--- src/rtl/i2c_ball_slave.sv ---
// I2C write-only target that receives one 6-byte ball-state frame per hand-off
// and presents it atomically on the output bytes after a clean STOP.
module i2c_ball_slave #(
  parameter logic [6:0] SLAVE_ADDR     = 7'h2A,
  parameter int         TIMEOUT_CYCLES = 250000
) (
  input  logic       clk,
  input  logic       reset,
  input  logic       scl_in,
  input  logic       sda_in,
  output logic       sda_oe,
  output logic [7:0] y_pos0,
  output logic [7:0] y_pos1,
  output logic [7:0] y_vel,
  output logic [7:0] gravity,
  output logic [7:0] collision,
  output logic [7:0] win_flag,
  output logic       frame_valid,
  output logic       frame_error,
  output logic       busy
);

  localparam int TW = $clog2(TIMEOUT_CYCLES + 1);
  localparam logic [TW-1:0] TO_LAST = TW'(TIMEOUT_CYCLES - 1);

  typedef enum logic [2:0] {IDLE, ADDR, ADDR_ACK, DATA, DATA_ACK, IGNORE} state_t;

  // synchronizer / edge-history flops; reset to the idle-bus level so no
  // spurious START/STOP is seen coming out of reset
  logic [1:0] scl_sync_q, sda_sync_q;
  logic       scl_prev_q, sda_prev_q;

  state_t          state_q, state_d;
  logic [3:0]      bit_cnt_q, bit_cnt_d;
  logic [7:0]      shift_q, shift_d;
  logic [2:0]      byte_cnt_q, byte_cnt_d;
  logic [5:0][7:0] shadow_q, shadow_d;
  logic [5:0][7:0] dout_q, dout_d;
  logic            sda_oe_q, sda_oe_d;
  logic            busy_q, busy_d;
  logic            fv_q, fv_d;
  logic            fe_q, fe_d;
  logic [TW-1:0]   to_cnt_q, to_cnt_d;

  logic scl_s, sda_s, scl_rise, scl_fall, start, stop, timeout, partial;

  // two-stage synchronizers plus previous-value registers for edge decode
  always_ff @(posedge clk or negedge reset) begin
    if (!reset) begin
      scl_sync_q <= 2'b11;
      sda_sync_q <= 2'b11;
      scl_prev_q <= 1'b1;
      sda_prev_q <= 1'b1;
    end else begin
      scl_sync_q <= {scl_sync_q[0], scl_in};
      sda_sync_q <= {sda_sync_q[0], sda_in};
      scl_prev_q <= scl_sync_q[1];
      sda_prev_q <= sda_sync_q[1];
    end
  end

  assign scl_s    = scl_sync_q[1];
  assign sda_s    = sda_sync_q[1];
  assign scl_rise =  scl_s & ~scl_prev_q;
  assign scl_fall = ~scl_s &  scl_prev_q;
  assign start    = scl_s & scl_prev_q &  sda_prev_q & ~sda_s;
  assign stop     = scl_s & scl_prev_q & ~sda_prev_q &  sda_s;
  assign timeout  = (state_q != IDLE) && !scl_rise && !scl_fall && (to_cnt_q == TO_LAST);
  // a matched frame that got some, but not all, of its bytes
  assign partial  = busy_q && (byte_cnt_q != 3'd0) && (byte_cnt_q != 3'd6);

  // next-state: bus conditions first, then timeout, then per-state bit handling
  always_comb begin
    state_d    = state_q;
    bit_cnt_d  = bit_cnt_q;
    shift_d    = shift_q;
    byte_cnt_d = byte_cnt_q;
    shadow_d   = shadow_q;
    dout_d     = dout_q;
    sda_oe_d   = sda_oe_q;
    busy_d     = busy_q;
    fv_d       = 1'b0;
    fe_d       = 1'b0;
    to_cnt_d   = (state_q == IDLE || scl_rise || scl_fall) ? '0 : to_cnt_q + 1'b1;

    if (stop && state_q != IDLE) begin
      if (busy_q && byte_cnt_q == 3'd6) begin
        dout_d = shadow_q;
        fv_d   = 1'b1;
      end
      fe_d       = partial;
      state_d    = IDLE;
      sda_oe_d   = 1'b0;
      busy_d     = 1'b0;
      bit_cnt_d  = '0;
      byte_cnt_d = '0;
    end else if (start) begin
      // START or repeated START: abandon whatever was in flight
      fe_d       = partial;
      state_d    = ADDR;
      sda_oe_d   = 1'b0;
      busy_d     = 1'b0;
      bit_cnt_d  = '0;
      byte_cnt_d = '0;
      shadow_d   = '0;
    end else if (timeout) begin
      fe_d       = busy_q;
      state_d    = IDLE;
      sda_oe_d   = 1'b0;
      busy_d     = 1'b0;
      bit_cnt_d  = '0;
      byte_cnt_d = '0;
    end else begin
      case (state_q)
        ADDR, DATA: begin
          if (scl_rise && bit_cnt_q < 4'd8) begin
            shift_d   = {shift_q[6:0], sda_s};
            bit_cnt_d = bit_cnt_q + 1'b1;
          end else if (scl_fall && bit_cnt_q == 4'd8) begin
            if (state_q == ADDR) begin
              if (shift_q == {SLAVE_ADDR, 1'b0}) begin
                state_d    = ADDR_ACK;
                sda_oe_d   = 1'b1;
                busy_d     = 1'b1;
                byte_cnt_d = '0;
                shadow_d   = '0;
              end else begin
                state_d = IGNORE;
              end
            end else if (byte_cnt_q < 3'd6) begin
              for (int i = 0; i < 6; i++)
                if (byte_cnt_q == 3'(i)) shadow_d[i] = shift_q;
              byte_cnt_d = byte_cnt_q + 1'b1;
              state_d    = DATA_ACK;
              sda_oe_d   = 1'b1;
            end else begin
              // surplus byte: leave SDA released (NACK) and wait for STOP
              state_d = IGNORE;
            end
          end
        end
        ADDR_ACK, DATA_ACK: begin
          // ACK held low across the 9th clock, released on its falling edge
          if (scl_fall) begin
            sda_oe_d  = 1'b0;
            state_d   = DATA;
            bit_cnt_d = '0;
          end
        end
        default: ;
      endcase
    end
  end

  // state and datapath registers
  always_ff @(posedge clk or negedge reset) begin
    if (!reset) begin
      state_q    <= IDLE;
      bit_cnt_q  <= '0;
      shift_q    <= '0;
      byte_cnt_q <= '0;
      shadow_q   <= '0;
      dout_q     <= '0;
      sda_oe_q   <= 1'b0;
      busy_q     <= 1'b0;
      fv_q       <= 1'b0;
      fe_q       <= 1'b0;
      to_cnt_q   <= '0;
    end else begin
      state_q    <= state_d;
      bit_cnt_q  <= bit_cnt_d;
      shift_q    <= shift_d;
      byte_cnt_q <= byte_cnt_d;
      shadow_q   <= shadow_d;
      dout_q     <= dout_d;
      sda_oe_q   <= sda_oe_d;
      busy_q     <= busy_d;
      fv_q       <= fv_d;
      fe_q       <= fe_d;
      to_cnt_q   <= to_cnt_d;
    end
  end

  assign sda_oe      = sda_oe_q;
  assign busy        = busy_q;
  assign frame_valid = fv_q;
  assign frame_error = fe_q;
  assign y_pos0      = dout_q[0];
  assign y_pos1      = dout_q[1];
  assign y_vel       = dout_q[2];
  assign gravity     = dout_q[3];
  assign collision   = dout_q[4];
  assign win_flag    = dout_q[5];

endmodule

--- config.mk ---
export PLATFORM = sky130hd
export DESIGN_NAME = i2c_ball_slave
export DESIGN_NICKNAME = d
export VERILOG_FILES = /design/src/rtl/i2c_ball_slave.sv
export SDC_FILE = /design/constraint.sdc
export NUM_CORES = 1
export LEC_CHECK = 0
export ABC_CLOCK_PERIOD_IN_PS = 2050
export CORE_UTILIZATION = 50
export DETAILED_ROUTE_END_ITERATION = 10
export PLACE_DENSITY_LB_ADDON = 0.08
export SKIP_LAST_GASP = 1
export SLEW_MARGIN = 0
export SYNTH_ARGS = -nofsm -noshare
export SYNTH_HDL_FRONTEND = slang
export SYNTH_SLANG_ARGS = --single-unit
--- constraint.sdc ---
create_clock -name clk -period 2.05 [get_ports clk]
set_input_delay 0.41 -clock clk [delete_from_list [all_inputs] [get_ports clk]]
set_output_delay 0.41 -clock clk [all_outputs]
set_load 0.01 [all_outputs]
==> metrics.md, run 1 <==
| Metric | Value |
|---|---|
| Status | finished, final reports clean |
| Dpl cells | 748 |
| Setup Slack @ Placement | 0.02048 ns |
| Critical Path AT | 2.31 ns |
| Initial antenna violation count | 0 |
| Die height | 114.9 um |
| Synth warnings | 0 |
| Pwr dens | 870.2 nW/um^2 |
| Gr ovfl total | 0 |
| Mapped Area | 6372 um^2 |
| Placed inst area | 7287 um^2 |
| Relative slew slack | 65.30% |
| Fin crit share | 98.01% |
| Vias/cell | 5.827 |
| Syn Inst Count | 523 |
| # rows | 40 |
| Vias | 4,592 |
| ANT nets after route | 0 |
| Max-slew violation count | 0 |
| Largest net degree at the start of global routing | 53 |
| Initial drt markers | 319 |
| Clock sink count | 142 |
| Layout fillers | 985 |
| Min cycle time layout | 2.009 ns |
| Hold Crit Depth | 0 |
| WP data required | 2.35 ns |
| Share of the synthesized area in the top cell type | 53.41% |
| Worst Setup End Kind | flip-flop |
| Nets | 619 |
| Finished Layout Cells | 788 |
| Leakage | 3.875 nW |
| Top-Level Pins | 56 |
| Critical R2R Launch | scl_sync_q[1] |
| Top_reg_cell synth | dfrtp_1 |
| Vias in the first global route | 4,451 |
| Peak supply drop | 0.6126 mV |
| Worst Setup Start Kind | flip-flop |
| Final worst setup slack | 0.04089 ns |
| R2r worst-path depth | 5 |
| CP max stage delay | 0.60 ns |
| H-tree level count | 4 |
| Critical path peak fanout | 18 |
| Syn Area/Cell | 12.18 um^2 |
| R2r setup slk | 0.04 ns |
| Pre-antenna DRT Iters | 5 |
| HPWL Detailed | 9109 um |
| #FFs+latches synth | 142 |
| Final Hold Violating Endpoints | 0 |
| EDFF count, synth | 0 |
| Synth area leader | dfrtp_1 |
| First-pass GRT wire length | 23,040 um |
| R2R Path End | y_vel[3] |
| Hold crit path type | reg -> reg |
| Worst hold slack | 0.3529 ns |
| RePlAce Congestion | 0.8589 |
| Tightest Pin Transition | 0.5166 ns |
| Min-delay src | scl_sync_q[0] |
| Initial core utilization | 52.18% |
| Sequential area share after synthesis | 55.88% |
| Total CTS buffers | 17 |
| WHS Endpoint | scl_sync_q[1] |
| Sum Neg Setup Slack | 0 ns |
| Wirelength per Cell | 18.16 um |
| Worst-skew pair later-pin latency | 0.42 ns |
| Total Wirelength | 14,310 um |
| Max-Cap Viols | 0 |
| Core area | 12,210 um^2 |
| Fmax | 497.7 MHz |
| Total track usage | 23.11% |
| Die area | 13,200 um^2 |
| CP Cell Sequence | nand4b_1, nor4b_4, buf_4, clkbuf_16, mux2_2 |
| Clk pin slew, worst setup/hold paths | 0.06 ns |
| FFs w/ async S/R, synth | 100.0% |
| Die width | 114.9 um |
| Max Buffers Root-to-Sink | 2 |
| Syn Nets | 535 |
| Area contributors post-synth | dfrtp_1 53%, mux2_2 8.3%, a221o_1 3.8%, a32o_1 3.8%, a21o_1 2.9% |
| Setup Crit Path Kind | reg -> reg |
| CTS Root Cell | clkbuf_16 |
| Drt drc | 0 |
| Fraction of layout cells with a size suffix above 1 | 23.39% |
| Synth unique cells | 53 |
| Unrepaired setup endpoints after global routing | true |
| Final instance area | 7991 um^2 |
| Finish-stage setup viols | 0 |
| Top-count cell post-synth | dfrtp_1 |
| I/O Buffers | 55 |
| Area Growth Syn to Fin | 25.41% |
| N_diodes | 0 |
| Critical-path cell with the highest stage delay | dfstp_2 |
| Commonest cells in the netlist | 136 x dfrtp_1, 47 x mux2_2, 37 x nand2_1 |
| Setup Skew | 0.005464 ns |
| Clock tree from TritonCTS | done |
==> worst max-delay path: cells and delay by family (launching register included) <==
| family | cells | cell delay, ns |
|---|---|---|
| and+or+nand+nor | 2 | 0.54 |
| buffers and inverters | 2 | 0.37 |
| DFF | 1 | 0.60 |
| muxes | 1 | 0.35 |
==> layout by cell type, fill, tap and decap left out, types with 6 or more instances in the layout <==
cell type / n
o21ai_0: 10
inv_1: 14
clkdlybuf4s50_1: 54
nor3_1: 6
nand2_1: 37
a21o_1: 25
a21oi_1: 12
a221o_1: 24
nand2b_1: 6
ha_1: 8
xnor2_1: 8
mux2_2: 47
dfstp_2: 6
and3_1: 26
a32o_1: 24
nand3_1: 11
clkbuf_8: 6
clkbuf_16: 18
nor2_1: 20
dfrtp_1: 135
buf_4: 38
==> metrics by stage <==
step | utilization, % | total power, W
floorplan | - | 0.003615
global placement | 59.67 | 0.003975
detailed placement | 59.67 | 0.004008
CTS | 64.56 | 0.006982
global route | 65.44 | 0.007240
finish | 65.44 | 0.006954
==> cells by family (layout without fill, tap and decap cells) <==
logic type	count (synthesis)	after routing	synth area share (%)
compound gates	113	114	14.63
xor+xnor	11	11	1.512
fa+ha+maj	8	8	1.571
buf+inv	51	147	4.182
flops	142	142	55.88
mux	48	48	8.482
simple gates	150	150	13.74
==> sequential cells by signal, summed over array words and instances, names as in the netlist, 2 cells and up <==
register	cells
shadow_q	48
to_cnt_q	18
collision	8
gravity	8
shift_q	8
win_flag	8
y_pos0	8
y_pos1	8
y_vel	8
bit_cnt_q	4
byte_cnt_q	3
state_q	3
scl_sync_q	2
sda_sync_q	2
==> repair_timing <==
action                                  in CTS  in global routing
hold buffers                                 1                  0
pin swaps                                    0                  3
gates resized for setup                      1                 10
endpoints found under the setup margin       8                 85
setup buffers                                0                  5
cloned                                       0                  2
endpoints found under the hold margin       43                  0
==> layer usage <==
metal / share of wire, % / global-route usage [%] / vias up / wire length [um]
met4: 0.69 / 6.407 / 0 / 99
li1: - / - / 2124 / -
met1: 46 / 32.33 / 2325 / 6635
met2: 48 / 35.26 / 133 / 6860
met5: 0 / 0 / - / 0
met3: 5.0 / 6.695 / 10 / 712
==> worst max path at each step <==
stage / endpoint / from / cells after the start
2_1_floorplan: shadow_q[46] / shift_q[1] / 6
3_3_place_gp: gravity[6] / scl_prev_q / 4
3_5_place_dp: shadow_q[19] / bit_cnt_q[0] / 7
4_1_cts: y_vel[3] / state_q[0] / 5
5_1_grt: collision[4] / scl_sync_q[1] / 5
6_report: y_vel[3] / scl_sync_q[1] / 5
==> power breakdown <==
part           internal, W  total (W)  switching, W  leakage, nW
registers          0.00293    0.00304      0.000109         1.95
clock network      0.00186    0.00297       0.00112        0.280
logic             0.000316   0.000942      0.000626         1.65
==> final cells by class <==
cell class                      instances  area (um^2)  area share (%)
Inverter                               14        52.55          0.6576
Sequential cell                       142         3562           44.57
Timing Repair Buffer                  101        978.4           12.24
Multi-Input combinational cell        331         2610           32.66
Tap cell                              168        210.2           2.630
Clock buffer                           27        523.0           6.545
Clock inverter                          5        55.05          0.6889
No activity file was read; power rests on OpenSTA's default activity.
==> run 2, diff against run 1 <==
--- a/config.mk
+++ b/config.mk
@@ -7,10 +7,11 @@
 export LEC_CHECK = 0
 export ABC_CLOCK_PERIOD_IN_PS = 2050
 export CORE_UTILIZATION = 50
+export CTS_BUF_LIST = sky130_fd_sc_hd__clkbuf_16
 export DETAILED_ROUTE_END_ITERATION = 10
+export GPL_TIMING_DRIVEN = 0
 export PLACE_DENSITY_LB_ADDON = 0.08
 export SKIP_LAST_GASP = 1
-export SLEW_MARGIN = 0
 export SYNTH_ARGS = -nofsm -noshare
 export SYNTH_HDL_FRONTEND = slang
 export SYNTH_SLANG_ARGS = --single-unit
==> metrics.md, run 2 (synthesis gave the netlist of run 1 again) <==
| Metric | Value |
|---|---|
| R2r setup slk | -0.04 ns (-0.08 ns) |
| Sum Neg Setup Slack | -0.2125 ns (-0.2125 ns) |
| Initial antenna violation count | 0 (unchanged) |
| Max-slew violation count | 0 (unchanged) |
| N_diodes | 0 (unchanged) |
| First-pass GRT wire length | 23,520 um (+2.1%) |
| Psw | 0.001897 W (+2.5%) |
| H-tree level count | 4 (unchanged) |
| Fraction of layout cells with a size suffix above 1 | 25.48% (+2.1 points) |
| R2r worst-path depth | 6 (+1) |
| Tightest Pin Transition | 0.6560 ns (+0.1394 ns) |
| Worst Setup Start Kind | flip-flop |
| Clock power share | 40.6% (-2.2 points) |
| Nets | 629 (+1.6%) |
| Final Hold Violating Endpoints | 0 (unchanged) |
| Storage element area | 3567 um^2 (+0.14%) |
| Die height | 114.9 um (unchanged) |
| Met1 GRT Util | 33.01% (+0.68 points) |
| RePlAce Congestion | 0.8398 (-2.2%) |
| Critical path peak fanout | 5 (-13) |
| Gr ovfl total | 0 (unchanged) |
| Max Buffers Root-to-Sink | 2 (unchanged) |
| Die width | 114.9 um (unchanged) |
| Vias/cell | 5.830 (about the same) |
| I/O Buffers | 55 (unchanged) |
| Commonest non-fill, non-tap cells in the layout | 131 x dfrtp_1, 54 x clkdlybuf4s50_1, 37 x nand2_1, 31 x mux2_2, 26 x and3_1 |
| Min cycle time layout | 2.086 ns (+0.07689 ns) |
| GRT busiest layer | met2 |
| Initial drt markers | 317 (-0.63%) |
| Largest net degree at the start of global routing | 84 (+58%) |
| Core area | 12,210 um^2 (unchanged) |
| Power share of the combinational group | 15.4% (+1.9 points) |
| Area Growth Syn to Fin | 28.49% |
| # rows | 40 (unchanged) |
| Layout fillers | 983 (-0.20%) |
| HPWL Detailed | 9277 um (+1.9%) |
| Setup Crit Path Kind | reg -> reg |
| Hold Crit Depth | 0 (unchanged) |
| Worst-skew pair later-pin latency | 0.43 ns (about the same) |
| Wirelength per Cell | 18.44 um (+1.6%) |
| R2R Path End | shadow_q[36] |
| Finish-stage setup viols | 14 (+14) |
| Unrepaired setup endpoints after global routing | true |
| Total track usage | 23.74% (+0.63 points) |
| Total CTS buffers | 17 (unchanged) |
| CTS Root Cell | clkbuf_16 |
| Setup Skew | 0.01101 ns (+0.005548 ns) |
| Pre-antenna DRT Iters | 5 (unchanged) |
| Critical Path AT | 2.39 ns (+0.08 ns) |
| Met3 Usage GRT | 5.799% (-0.90 points) |
| Critical R2R Launch | shift_q[1] |
| Drt drc | 0 (unchanged) |
| Fin crit share | 101.8% (+3.8 points) |
| WHS Endpoint | scl_sync_q[1] |
| Max FFs per register | 48 (unchanged) |
| Leakage | 3.948 nW (+1.9%) |
| Commonest non-fill, non-tap cell in the layout | dfrtp_1 |
| Top Registers | shadow_q: 48 flops, to_cnt_q: 18 flops |
| Die area | 13,200 um^2 (unchanged) |
| Top-Level Pins | 56 (unchanged) |
| Reg power frac | 43.9% (+0.2 points) |
| Total Wirelength | 14,680 um (+2.6%) |
| Hold crit path type | reg -> reg |
| P_int | 0.005069 W (-0.67%) |
| Relative slew slack | 56.27% (-9.0 points) |
| Pwr dens | 850.8 nW/um^2 (-2.2%) |
| Vias in the first global route | 4,474 (+0.52%) |
| Clk pin slew, worst setup/hold paths | 0.05 ns (about the same) |
| Max-Cap Viols | 0 (unchanged) |
| Multi-input logic area | 2720 um^2 (+4.2%) |
| Clock sink count | 142 (unchanged) |
| Met2 Use GR | 36.14% (+0.88 points) |
| Worst Setup End Kind | flip-flop |
| Failing checks | negative setup slack |
| Vias | 4,641 (+1.1%) |
| Fmax | 479.4 MHz (-3.7%) |
| Switch share | 27.23% (+0.62 points) |
| ANT nets after route | 0 (unchanged) |
| Initial core utilization | 52.18% (unchanged) |
| Peak supply drop | 0.5587 mV (-8.8%) |
| Status | complete, but fails checks |
| Clock tree from TritonCTS | done |
| Setup Slack @ Placement | -0.5284 ns (-0.5488 ns) |
| Final worst setup slack | -0.03600 ns (-0.07689 ns) |
| Top reg by flops | shadow_q |
| WP data required | 2.36 ns (about the same) |
| Min-delay src | scl_sync_q[0] |
[run 2: worst max-delay path, cell delays in order, from the launching register on]
cell and delay, ns:
dfrtp_1 0.37, buf_6 0.12, or4b_4 0.52, o21a_4 0.24
o21a_4 0.22, buf_2 0.16, a221o_1 0.34
[run 2: area by class of cell]
| cell class | instances | share of cell area, % |
|---|---|---|
| plain buffers | 28 | 3.117 |
| multi-input cells | 330 | 33.22 |
| clock buffers | 17 | 5.196 |
| clock inverters | 13 | 1.375 |
| inverters | 14 | 0.6418 |
| flip-flops and latches | 142 | 43.57 |
| well taps | 168 | 2.567 |
| repair buffers | 84 | 10.31 |
[run 2: power groups by stage]
stage | sequential [W] | combinational, W | clock (W)
after global placement | 0.00305 | 0.000884 | 0
after global routing | 0.00307 | 0.00117 | 0.00300
final | 0.00306 | 0.00108 | 0.00283
after CTS | 0.00305 | 0.00103 | 0.00288
after detailed placement | 0.00306 | 0.000916 | 0
after floorplan | 0.00304 | 0.000576 | 0
[run 2: worst max-delay path by stage]
stage,depth (start not counted),start,endpoint,slack [ns]
after global routing,8,bit_cnt_q[0],shadow_q[25],-0.08
after detailed placement,6,scl_prev_q,win_flag[6],-0.53
after global placement,1,reset,y_vel[4],-5.02
final,6,shift_q[1],shadow_q[36],-0.04
after floorplan,6,shift_q[1],shadow_q[46],-0.004
after CTS,6,shift_q[3],shadow_q[32],-0.04
[run 2: through the flow]
step / power [W] / utilization [%] / hold slack (ns) / instance area [um^2] / std cells
after CTS: 0.006957 / 65.24 / 0.3547 / 7966 / 790
after detailed placement: 0.003972 / 58.71 / 0.3476 / 7169 / 747
after global routing: 0.007246 / 67.05 / 0.3581 / 8188 / 796
final: 0.006966 / 67.05 / 0.3533 / 8188 / 796
after floorplan: 0.003615 / - / 0.1144 / 6380 / 523
after global placement: 0.003937 / 58.47 / 0.3456 / 7141 / 746
[run 2: timing repair]
item | in CTS | in global routing
buffers inserted | 16 | 9
pin swaps | 12 | 17
hold buffers | 1 | 0
endpoints found under the setup margin | 115 | 109
hold endpoints to repair | 53 | 0
cloned | 0 | 2
gates resized for setup | 36 | 43
[run 2: routing by layer]
| layer | vias up | routed length [um] |
|---|---|---|
| met5 | - | 0 |
| li1 | 2140 | - |
| met4 | 0 | 256 |
| met3 | 19 | 567 |
| met1 | 2370 | 6899 |
| met2 | 112 | 6959 |
